<file path="src/rtl/uart_tx_arbiter_if.sv">
// ---------------------------------------------------------------------------
// uart_tx_arbiter_if
// Pipelined Wishbone write channel between the byte arbiter (master) and a
// uart_tx device (slave).
//   cyc_o   : bus cycle in progress          (master -> slave)
//   stb_o   : write strobe, one byte offered (master -> slave)
//   dat_o   : byte being written             (master -> slave)
//   stall_i : slave cannot take the strobe   (slave -> master)
//   ack_i   : byte accepted by the slave     (slave -> master)
// ---------------------------------------------------------------------------
interface uart_tx_arbiter_if #(
   parameter int DAT_WIDTH = 8
);
   logic                 cyc_o;
   logic                 stb_o;
   logic [DAT_WIDTH-1:0] dat_o;
   logic                 stall_i;
   logic                 ack_i;

   modport master (
      output cyc_o, stb_o, dat_o,
      input  stall_i, ack_i
   );

   modport slave (
      input  cyc_o, stb_o, dat_o,
      output stall_i, ack_i
   );
endinterface

</file>
<file path="src/rtl/uart_tx_arbiter.sv">
// ---------------------------------------------------------------------------
// uart_tx_arbiter
// Shares one uart_tx Wishbone device between NUM_REQ byte requesters using
// round-robin arbitration. One byte moves per bus cycle; the winner's byte is
// captured at grant time and held until the slave acknowledges it.
//   clk_i       : clock, all state changes on the rising edge
//   rst_i       : synchronous active-high reset
//   req_valid_i : per-requester byte-pending flags
//   req_data_i  : per-requester bytes, requester i at [i*DAT_WIDTH +: DAT_WIDTH]
//   req_done_o  : one-hot pulse to the granted requester when its byte is acked
//   grant_o     : one-hot current owner, zero while idle
//   wb          : Wishbone master port toward uart_tx
// ---------------------------------------------------------------------------
module uart_tx_arbiter #(
   parameter int NUM_REQ   = 4,
   parameter int DAT_WIDTH = 8
) (
   input  logic                         clk_i,
   input  logic                         rst_i,
   input  logic [NUM_REQ-1:0]           req_valid_i,
   input  logic [NUM_REQ*DAT_WIDTH-1:0] req_data_i,
   output logic [NUM_REQ-1:0]           req_done_o,
   output logic [NUM_REQ-1:0]           grant_o,
   uart_tx_arbiter_if.master            wb
);

   localparam int IDX_W = $clog2(NUM_REQ);

   typedef enum logic [1:0] {
      IDLE     = 2'd0,
      STROBE   = 2'd1,
      WAIT_ACK = 2'd2
   } state_e;

   state_e               state_q, state_d;
   logic [NUM_REQ-1:0]   grant_q, grant_d;
   logic [DAT_WIDTH-1:0] dat_q, dat_d;
   logic [IDX_W-1:0]     last_q, last_d;

   logic                 win_found;
   logic [IDX_W-1:0]     win_idx;
   logic                 accept;

   // Round-robin search: start one past the last winner and wrap, so the
   // previous owner has lowest priority for the next byte.
   // NOTE: combinational blocks use blocking '=' and give every output a
   // default at the top; a path that leaves a variable unassigned infers a latch.
   always_comb begin
      int               cand;
      logic [IDX_W-1:0] cand_idx;
      win_found = 1'b0;
      win_idx   = '0;
      cand      = 0;
      cand_idx  = '0;
      for (int i = 1; i <= NUM_REQ; i++) begin
         cand = int'(last_q) + i;
         if (cand >= NUM_REQ) begin
            cand = cand - NUM_REQ;
         end
         cand_idx = IDX_W'(cand);
         if (!win_found && req_valid_i[cand_idx]) begin
            win_found = 1'b1;
            win_idx   = cand_idx;
         end
      end
   end

   // Next-state logic. grant is cleared on every return to IDLE so it is
   // one-hot exactly while the bus cycle is open.
   always_comb begin
      int base;
      state_d = state_q;
      grant_d = grant_q;
      dat_d   = dat_q;
      last_d  = last_q;
      accept  = 1'b0;
      base    = int'(win_idx) * DAT_WIDTH;

      case (state_q)
         IDLE: begin
            if (win_found) begin
               state_d = STROBE;
               grant_d = NUM_REQ'(1) << win_idx;
               dat_d   = req_data_i[base +: DAT_WIDTH];
               last_d  = win_idx;
            end
         end

         STROBE: begin
            // A stalled strobe was not taken, so any ack seen with it is stray.
            if (!wb.stall_i) begin
               if (wb.ack_i) begin
                  accept  = 1'b1;
                  state_d = IDLE;
                  grant_d = '0;
               end else begin
                  state_d = WAIT_ACK;
               end
            end
         end

         WAIT_ACK: begin
            if (wb.ack_i) begin
               accept  = 1'b1;
               state_d = IDLE;
               grant_d = '0;
            end
         end

         default: begin
            state_d = IDLE;
            grant_d = '0;
         end
      endcase
   end

   // NOTE: sequential state uses non-blocking '<=' so every flop samples the
   // pre-edge values. All registers here are small and are reset, including
   // the data byte, so dat_o is defined straight out of reset.
   always_ff @(posedge clk_i) begin
      if (rst_i) begin
         state_q <= IDLE;
         grant_q <= '0;
         dat_q   <= '0;
         last_q  <= IDX_W'(NUM_REQ - 1);
      end else begin
         state_q <= state_d;
         grant_q <= grant_d;
         dat_q   <= dat_d;
         last_q  <= last_d;
      end
   end

   assign wb.cyc_o = (state_q != IDLE);
   assign wb.stb_o = (state_q == STROBE);
   assign wb.dat_o = dat_q;
   assign grant_o  = grant_q;

   // The done pulse is combinational from ack; reset wins, so a transfer cut
   // short by reset never reports completion.
   assign req_done_o = (accept && !rst_i) ? grant_q : '0;

endmodule
</file>
<file path="src/flat_wrapper.sv">
// flat-port wrapper written by rule: the top's interface ports become plain ports
module uart_tx_arbiter_flat 
#(
   parameter int NUM_REQ   = 4,
   parameter int DAT_WIDTH = 8
)
  (clk_i, rst_i, req_valid_i, req_data_i, req_done_o, grant_o, wb_cyc_o, wb_stb_o, wb_dat_o, wb_stall_i, wb_ack_i);
  uart_tx_arbiter_if #(.DAT_WIDTH(DAT_WIDTH)) wb_i ();
  input  logic clk_i;
  input  logic rst_i;
  input  logic [NUM_REQ-1:0] req_valid_i;
  input  logic [NUM_REQ*DAT_WIDTH-1:0] req_data_i;
  output logic [NUM_REQ-1:0] req_done_o;
  output logic [NUM_REQ-1:0] grant_o;
  output wire logic [$bits(wb_i.cyc_o)-1:0] wb_cyc_o;
  output wire logic [$bits(wb_i.stb_o)-1:0] wb_stb_o;
  output wire logic [$bits(wb_i.dat_o)-1:0] wb_dat_o;
  input wire logic [$bits(wb_i.stall_i)-1:0] wb_stall_i;
  input wire logic [$bits(wb_i.ack_i)-1:0] wb_ack_i;
  assign wb_cyc_o = wb_i.cyc_o;
  assign wb_stb_o = wb_i.stb_o;
  assign wb_dat_o = wb_i.dat_o;
  assign wb_i.stall_i = wb_stall_i;
  assign wb_i.ack_i = wb_ack_i;
  uart_tx_arbiter #(.NUM_REQ(NUM_REQ), .DAT_WIDTH(DAT_WIDTH)) u_core (.clk_i(clk_i), .rst_i(rst_i), .req_valid_i(req_valid_i), .req_data_i(req_data_i), .req_done_o(req_done_o), .grant_o(grant_o), .wb(wb_i));
endmodule
</file>
<file path="config.mk">
export PLATFORM = sky130hd
export DESIGN_NAME = uart_tx_arbiter_flat
export DESIGN_NICKNAME = d
export VERILOG_FILES = /design/src/rtl/uart_tx_arbiter_if.sv /design/src/rtl/uart_tx_arbiter.sv /design/src/flat_wrapper.sv
export SDC_FILE = /design/constraint.sdc
export NUM_CORES = 1
export LEC_CHECK = 0
export ABC_AREA = 1
export BUFFER_PORTS_ARGS = -buffer_cell sky130_fd_sc_hd__buf_4
export CAP_MARGIN = 20
export CORE_UTILIZATION = 48
export DETAILED_ROUTE_END_ITERATION = 8
export PLACE_DENSITY_LB_ADDON = 0.08
export SETUP_SLACK_MARGIN = 0.4
export SLEW_MARGIN = 20
export SYNTH_ARGS = -nofsm -noshare
export SYNTH_HDL_FRONTEND = slang
export SYNTH_SLANG_ARGS = --single-unit
export TNS_END_PERCENT = 20
</file>
<file path="constraint.sdc">
create_clock -name clk_i -period 2.1 [get_ports clk_i]
set_input_delay 0.525 -clock clk_i [delete_from_list [all_inputs] [get_ports clk_i]]
set_output_delay 0.525 -clock clk_i [all_outputs]
set_load 0.01 [all_outputs]
</file>
### Word level (Yosys, flattened, before mapping)

Index checks and enable logic that the tools add are counted.

* bits in registers: 16
* logic and storage cells: 73
* bits of input ports: 40
* output and inout bits: 18

* eq/ne operators: 5
* mux-type cells: 33
* reductions and logical operators: 13
* shifts and indexed selects: 2
* add/subtract/negate cells: 8
* order comparisons: 8

Operators with widths (number)
* $shiftx A32 B6 Y8: 1
* $mux W2: 12
* $mux W4: 4
* $lt A2 B3 Y1 const B: 4
* $pmux W4 S3: 1
* $mux W1: 10
* $ge A3 B3 Y1 const B: 3
* $bmux W1 S2: 4
* $sub A2 B1 Y2 const B: 4
* $add A2 B2 Y3 const B: 2
* $pmux W2 S3: 1
* $add A2 B3 Y4 const B: 1
* $ge A4 B3 Y1 const B: 1
* $logic_and A1 B1 Y1: 4
* $logic_not A1 Y1: 4
* $ne A2 B2 Y1 const B: 2
* $reduce_and A2 Y1: 2
* $shl A1 B2 Y4 const A: 1
* $add A2 B1 Y3 const B: 1
* $reduce_and A3 Y1: 1
* $eq A2 B1 Y1 const B: 1
* $eq A2 B2 Y1 const B: 1
* $logic_not A2 Y1: 1
* $ne A2 B1 Y1 const B: 1
* 2 further kinds: 2

### Longest topological paths before layout

Gate-level depths: netlist of run 1.

* depth in word-level cells: 18
* depth in mapped cells: 17
* mapped depth without buffers: 15

### Least setup slack after synthesis of run 1

No wires, ideal clock.

* path kind: input -> register
* start: input req_valid_i[3]
* end: register u_core.dat_q[1] (netlist: u_core.wb.dat_o[1])
* setup slack: 402 ps
* cell stages on the path: 15
* setup time: 109 ps
* arrival: 1589 ps
* required time: 1991 ps
* buffers on the path: 1
* path through: nand2_1 nand2_2 nand2_1 nand2_2 nor2_4 nand2_1 nor2_2 inv_2 nand2_4 inv_4 buf_6 nor2_1 nor2_1 nand2_1 inv_1

* word-level cells in the longest chain between the ends: 13
* elaborated cells on any way between the ends: 24
* classes of those cells: 1 x shift; 16 x mux; 7 x reduce/logical

Ends and longest elaborated chain
* start: declaration: line flat_wrapper.sv:11 `input logic [NUM_REQ-1:0] req_valid_i;`
* $bmux W1 S2: line uart_tx_arbiter.sv:61 `if (!win_found && req_valid_i[cand_idx]) begin`
* $mux W1 (not written as such): line uart_tx_arbiter.sv:61
* $mux W1: line uart_tx_arbiter.sv:61
* $logic_not A1 Y1: line uart_tx_arbiter.sv:61
* $logic_and A1 B1 Y1: line uart_tx_arbiter.sv:61
* $mux W1: line uart_tx_arbiter.sv:61
* $logic_not A1 Y1: line uart_tx_arbiter.sv:61
* $logic_and A1 B1 Y1: line uart_tx_arbiter.sv:61
* $mux W1: line uart_tx_arbiter.sv:61
* $logic_not A1 Y1: line uart_tx_arbiter.sv:61
* $logic_and A1 B1 Y1: line uart_tx_arbiter.sv:61
* $mux W2 or $mux W1 (tied branches): line uart_tx_arbiter.sv:61
* $shiftx A32 B6 Y8 or $reduce_and A2 Y1 (tied branches)
* end signal: assignment: line uart_tx_arbiter.sv:129 `dat_q <= dat_d;`
* end: declaration: line uart_tx_arbiter.sv:37 `logic [DAT_WIDTH-1:0] dat_q, dat_d;`

Several ways; a longest one is shown, not always the timed one. The select of a mux whose other input is x is not followed.
A chain may end at the register's enable or synchronous reset.

### Worst setup path in the final report of run 1

* start: register u_core.state_q[1]
* end: output req_done_o[1]

* word-level cells in the longest chain between the ends: 4
* elaborated cells on any way between the ends: 5
* classes of those cells: 2 x eq/ne; 2 x mux; 1 x reduce/logical

Ends and longest elaborated chain
* start: declaration: line uart_tx_arbiter.sv:35 `state_e state_q, state_d;`
* start signal: assignment: line uart_tx_arbiter.sv:127 `state_q <= state_d;`
* $eq A2 B2 Y1 or $eq A2 B1 Y1 (tied branches): line uart_tx_arbiter.sv:79 `case (state_q)`
* $pmux W1 S2 (*): line uart_tx_arbiter.sv:79
* $logic_and A1 B1 Y1 (*): line uart_tx_arbiter.sv:141 `assign req_done_o = (accept && !rst_i) ? grant_q : '0;`
* $mux W4 (*): line uart_tx_arbiter.sv:141
* end: declaration: line flat_wrapper.sv:13 `output logic [NUM_REQ-1:0] req_done_o;`

Mark *: on every way between the ends. The rest lies on a longest branch, timed or not.

==> impl_metrics.toml, run 1 <==
[placement]
port_buffers = 57
placed_area_mm2 = 0.00179
dpl.hpwl_um = 2540
gp_congestion = 0.802
dp_slack_ns = 0.0566

[floorplan]
die-area_mm2 = 0.00308
ios = 58
die_height_um = 55.5
start_util_pct = 50.2
fp.dieW_um = 55.5
core_area_mm2 = 0.00273
rows = 19

[timing]
fmax_mhz = 524
grt_setup_unrepaired = "true"
maxSlewViolCount = 0
slew_headroom_pct = 83.5
setup_slack_ns = 0.190
skew_ns = 0.00126
hold_viol = 0
tns_ns = 0
worst_slew_pin_slew_ns = 0.247
post-route-period-util_pct = 90.9
whs_ns = 0.491
setup_viol = 0
fin_crit_ns = 1.91

[pwr]
switching_share_pct = 53.2
ir_worst_vdd_uv = 1200
p_int_mw = 1.69
finalPower_mw = 3.60
leakagePower_nw = 1.15
p_sw_mw = 1.92
powerDensity_mw_per_mm2 = 1740
pwr-share-comb_pct = 80.4
p_clk_share_pct = 4.4
seqPwrFrac_pct = 15.3

[global_routing]
grt_use_total_pct = 21.9
grt_pass1_wl_um = 5490
overflow = 0
antenna_found_initial = 0
grt_pass1_vias = 1393
grt_max_degree = 21

[route]
viasPerCell = 4.98
drcViolationCount = 0
via_count = 1667
drtIter0Drc = 40
routed_wl_um = 3780
postRouteAntennaNets = 0
avgRoutedWirePerCell_um = 11.3
dr.pass1.iters = 6

[setup_path]
crit_fanout = 4
cp-end-kind = "output port"
crit_arrival_ns = 1.38
cp_cell_sequence = "inv_2 > ha_4 > inv_2 > o21ai_2 > nand3_2 > nor2_1 > buf_4"
crit_path_start_kind = "flop"
cp_slowest_cell = "dfxtp_2"
cp_common_cell = "inv_2"
crit_type = "flop to output port"
critical-path-max-stage-delay_ns = 0.34
cp_data_required_time_ns = 1.57

[clock_tree]
cts_buffer_depth = 2
tritoncts = "done"
cts_made_buffers = 3
htree_levels = 1
cts.clk_slew.worst_paths_ns = 0.09
cts_root_buf = "clkbuf_4"
cts_num_sinks = 16
insertion_delay_ns = 0.28

[yosys]
netlist_instances = 241
yosys.cell_types.count = 22
synth_fp_nets = 284
synth_top_area_share_pct = 25.7
yosysWarnings = 0
syn_area_per_cell_um2 = 5.70
synth_area_leaders = "nand2_1 26%, dfxtp_1 23%, nand3_1 12%"
synth_area_mm2 = 0.00137
yosysTopAreaCell = "nand2_1"
synth-seq-cells = 16
ys_seq_area_share_pct = 23.3

[flow_run]
max_cap_violations = 0

[finish]
postLayoutCellArea_mm2 = 0.00207
fin_nets = 349
diodes = 0
multi_input_area_um2 = 992
drive_above_1_share_pct = 40.8
layout_common_cells = "82 x nand2_1, 65 x buf_4, 30 x nand3_1, 21 x nor2_1, 20 x inv_1"
syn2layout_area_growth_pct = 50.7
fillers = 243
seqCellArea_um2 = 330
final_common_cell = "nand2_1"

[worst_hold_path]
worstHoldPathType = "flop to flop"

[outcome]
status = "finished, final reports clean"
[power by group through the flow]
| stage | sequential (mW) | combinational [mW] | clock, mW |
|---|---|---|---|
| 6_report | 0.550 | 2.90 | 0.158 |
| 3_3_place_gp | 0.522 | 2.20 | 0 |
| 4_1_cts | 0.528 | 2.27 | 0.166 |
| 2_1_floorplan | 0.526 | 1.81 | 0 |
| 3_5_place_dp | 0.524 | 2.23 | 0 |
| 5_1_grt | 0.565 | 3.17 | 0.177 |
[stage by stage]
stage               util, %  std cells
floorplan                 -        241
global placement       65.3        322
detailed placement     65.3        322
CTS                    67.7        327
global route           75.7        335
finish                 75.7        335
[metal layers]
layer,vias up,global-route usage (%),wire [um]
li1,875,-,-
met1,730,24.2,1580
met2,60,42.3,2000
met3,2,4.22,188
met4,0,5.00,11
met5,-,0,0
[layout make-up]
cell class / instances / area share, %
clock buffers: 3 / 1.09
inverters: 30 / 6.23
multi-input cells: 186 / 48.0
flip-flops and latches: 16 / 16.0
well taps: 31 / 1.88
repair buffers: 69 / 26.9
[what timing repair did]
item | 4_1_cts | 5_1_grt
resized for setup | 12 | 40
gates cloned | 0 | 3
pin swaps | 6 | 17
hold buffers | 0 | 0
setup endpoints to repair | 21 | 22
setup buffers | 2 | 5
[cells by family after synthesis]
kind of cell / share of synthesized area (%)
simple gates: 53.7
buf+inv: 14.7
flops: 23.3
compound gates: 5.56
fa+ha+maj: 2.74
[worst max-delay path, delay by kind of cell, from the launching register on]
family	cells	cell delay [ns]
adder cells (fa/ha/maj)	1	0.13
AO/OA/AOI/OAI	1	0.14
buffers and inverters	3	0.23
flip-flops	1	0.34
AND/OR/NAND/NOR	2	0.25
[final timing paths]
kind | start | cells after the start | slack, ns | end
max reg2reg | u_core.last_q[0]$_SDFFE_PP1P_ | 16 | 0.22 | u_core.wb.dat_o[3]$_SDFFE_PP0P_
min | u_core.grant_o[2]$_SDFFE_PP0P_ | 2 | 0.49 | u_core.grant_o[2]$_SDFFE_PP0P_
max | u_core.state_q[1]$_SDFFE_PP0P_ | 7 | 0.19 | req_done_o[1]
min reg2reg | u_core.grant_o[2]$_SDFFE_PP0P_ | 2 | 0.49 | u_core.grant_o[2]$_SDFFE_PP0P_
[sequential cells by signal (all words and copies together) (netlist names)]
register,flops
u_core.state_q,2
u_core.wb.dat_o,8
u_core.grant_o,4
u_core.last_q,2
[synthesized netlist by cell type]
cell type and count:
nand2_1 94, nand3_1 33, inv_1 25, nor2_1 22
dfxtp_1 16, a21oi_1 9, nand2_2 8, buf_2 4
buf_6 4, ha_1 3, inv_2 3, nand2_4 3
nand4_1 3, o21ai_0 3, buf_4 2, inv_4 2
nor2_2 2, clkbuf_1 1, nand3_2 1, nor2_4 1
o21a_1 1, o21ai_2 1
Power figures use the tool's default switching activity.
==> run 2: changes to the inputs <==
- CELL_PAD_IN_SITES_DETAIL_PLACEMENT: not set -> 1
- CELL_PAD_IN_SITES_GLOBAL_PLACEMENT: not set -> 2
- CORE_UTILIZATION: 48 -> 23
==> run 2 against run 1 <==
- die area rose by 100%
- final area up 1.1%
- sequential power is essentially flat
- critical path type unchanged
- largest cell class unchanged
==> impl_metrics.toml, run 2 (same netlist as run 1, synthesis figures left out) <==
[placement]
gp_congestion = 0.766
dpl.hpwl_um = 3390
port_buffers = 57

[finish]
syn2layout_area_growth_pct = 52.4
fillers = 764
post-route-util_pct = 37.1
largest_reg_flops = 8
final_common_cell = "nand2_1"
diodes = 0
multi_input_area_um2 = 950
layout_common_cells = "86 x nand2_1, 65 x buf_4, 29 x nand3_1, 21 x inv_1, 20 x nor2_1"
seqCellArea_um2 = 330
drive_above_1_share_pct = 39.8
fin_nets = 348

[route]
dr.pass1.iters = 3
drtIter0Drc = 36
via_count = 1656
postRouteAntennaNets = 0
avgRoutedWirePerCell_um = 12.0
viasPerCell = 4.40
drcViolationCount = 0
routed_wl_um = 4510

[clock_tree]
cts.clk_slew.worst_paths_ns = 0.07
htree_levels = 1
ctsHoldBuffers = 0
tritoncts = "done"
insertion_delay_ns = 0.25
cts_made_buffers = 3
cts_root_buf = "clkbuf_8"
cts_num_sinks = 16
cts_buffer_depth = 2

[global_routing]
grt_pass1_vias = 1676
grt_use_total_pct = 15.0
overflow = 0
grt_pass1_wl_um = 7340
grt_max_degree = 18
antenna_found_initial = 0

[timing]
grt_setup_unrepaired = "true"
worst_slew_pin_slew_ns = 0.207
skew_ns = 0.00120
hold_viol = 0
setup_viol = 0
fmax_mhz = 529
fin_crit_ns = 1.89
maxSlewViolCount = 0
slew_headroom_pct = 86.2
tns_ns = 0
post-route-period-util_pct = 90.1

[setup_path]
crit_path_start_kind = "flop"
critical-path-max-stage-delay_ns = 0.36
reg2reg_depth = 16
crit_family = "flip-flops"
cp_num_cells = 7
cp_slowest_cell = "dfxtp_2"
crit_type = "flop to output port"
crit_fanout = 4
crit_buf_inv = 3
r2r-start = "u_core.last_q[0]$_SDFFE_PP1P_"
cp_cell_sequence = "inv_4 > ha_4 > inv_2 > o21ai_2 > nand3_4 > nor2_1 > buf_4"
cp-end-kind = "output port"
cp_data_required_time_ns = 1.57
crit_arrival_ns = 1.37
r2r-end = "u_core.wb.dat_o[5]$_SDFFE_PP0P_"
cp-endpoint = "req_done_o[2]"
cp-startpoint = "u_core.state_q[1]$_SDFFE_PP0P_"
r2r_setup_slack_ns = 0.31

[flow_run]
max_cap_violations = 0

[pwr]
ir_worst_vdd_uv = 399
leakagePower_nw = 1.12
powerDensity_mw_per_mm2 = 1690

[floorplan]
start_util_pct = 24.3
rows = 27
die_height_um = 79.3
ios = 58
core_area_mm2 = 0.00564
die-area_mm2 = 0.00628
fp.dieW_um = 79.3

[worst_hold_path]
worstHoldPathType = "flop to flop"
min-delay-start = "u_core.grant_o[3]$_SDFFE_PP0P_"

[outcome]
status = "finished, final reports clean"
==> run 2: metrics by stage <==
stage	hold slack (ns)	instance area, um2	power, mW	setup WS [ns]	std cells
2_1_floorplan	0.456	1370	2.34	0.402	241
5_1_grt	0.520	2090	3.93	0.133	376
3_3_place_gp	0.476	1850	2.91	0.0487	365
3_5_place_dp	0.486	1850	2.92	0.0402	365
6_report	0.488	2090	3.54	0.209	376
4_1_cts	0.489	2050	3.55	0.207	376
==> run 2: how the worst min path moves through the flow <==
stage | cells past startpoint | end
after global placement | 2 | u_core.grant_o[3]$_SDFFE_PP0P_
after global routing | 2 | u_core.grant_o[0]$_SDFFE_PP0P_
final | 2 | u_core.grant_o[3]$_SDFFE_PP0P_
after detailed placement | 2 | u_core.state_q[1]$_SDFFE_PP0P_
after CTS | 2 | u_core.state_q[1]$_SDFFE_PP0P_
after floorplan | 2 | u_core.state_q[0]$_SDFFE_PP0P_
==> run 2: per-layer routing <==
metal	GRT usage (%)	wire [um]
met1	17.4	1970
met2	28.4	2400
met3	3.56	146
met4	1.64	0
met5	0	0
==> run 2: power by group <==
part           total [mW]  switching (mW)  internal, mW  leakage [nW]
clock               0.279           0.112         0.166        0.0288
sequential          0.552           0.113         0.438         0.133
combinational        2.71            1.63          1.08         0.953
total                3.54            1.85          1.69          1.12
==> run 2: worst register-to-register path, stage by stage, from the launching register on <==
cell and delay, ns:
dfxtp_4 0.42, inv_6 0.07, nand2_2 0.07, nand2_2 0.07, nand2_2 0.09, nand2_4 0.07, nor2_4 0.15, nand3_2 0.09
nand2_1 0.06, inv_1 0.05, nand2_2 0.08, clkinvlp_4 0.10, buf_6 0.14, nand2_1 0.07, nand3_1 0.09, nand2_1 0.07
inv_1 0.03
==> run 2: area by class of cell <==
class | count | share of cell area, %
Sequential cell | 16 | 15.8
Tap cell | 72 | 4.31
Clock buffer | 4 | 2.63
Multi-Input combinational cell | 184 | 45.4
Timing Repair Buffer | 70 | 25.7
Inverter | 30 | 6.16
==> run 2: timing repair <==
action / 4_1_cts / 5_1_grt
gates resized for setup: 33 / 8
pin swaps: 14 / 2
setup endpoints to repair: 21 / 21
buffers inserted: 7 / 0
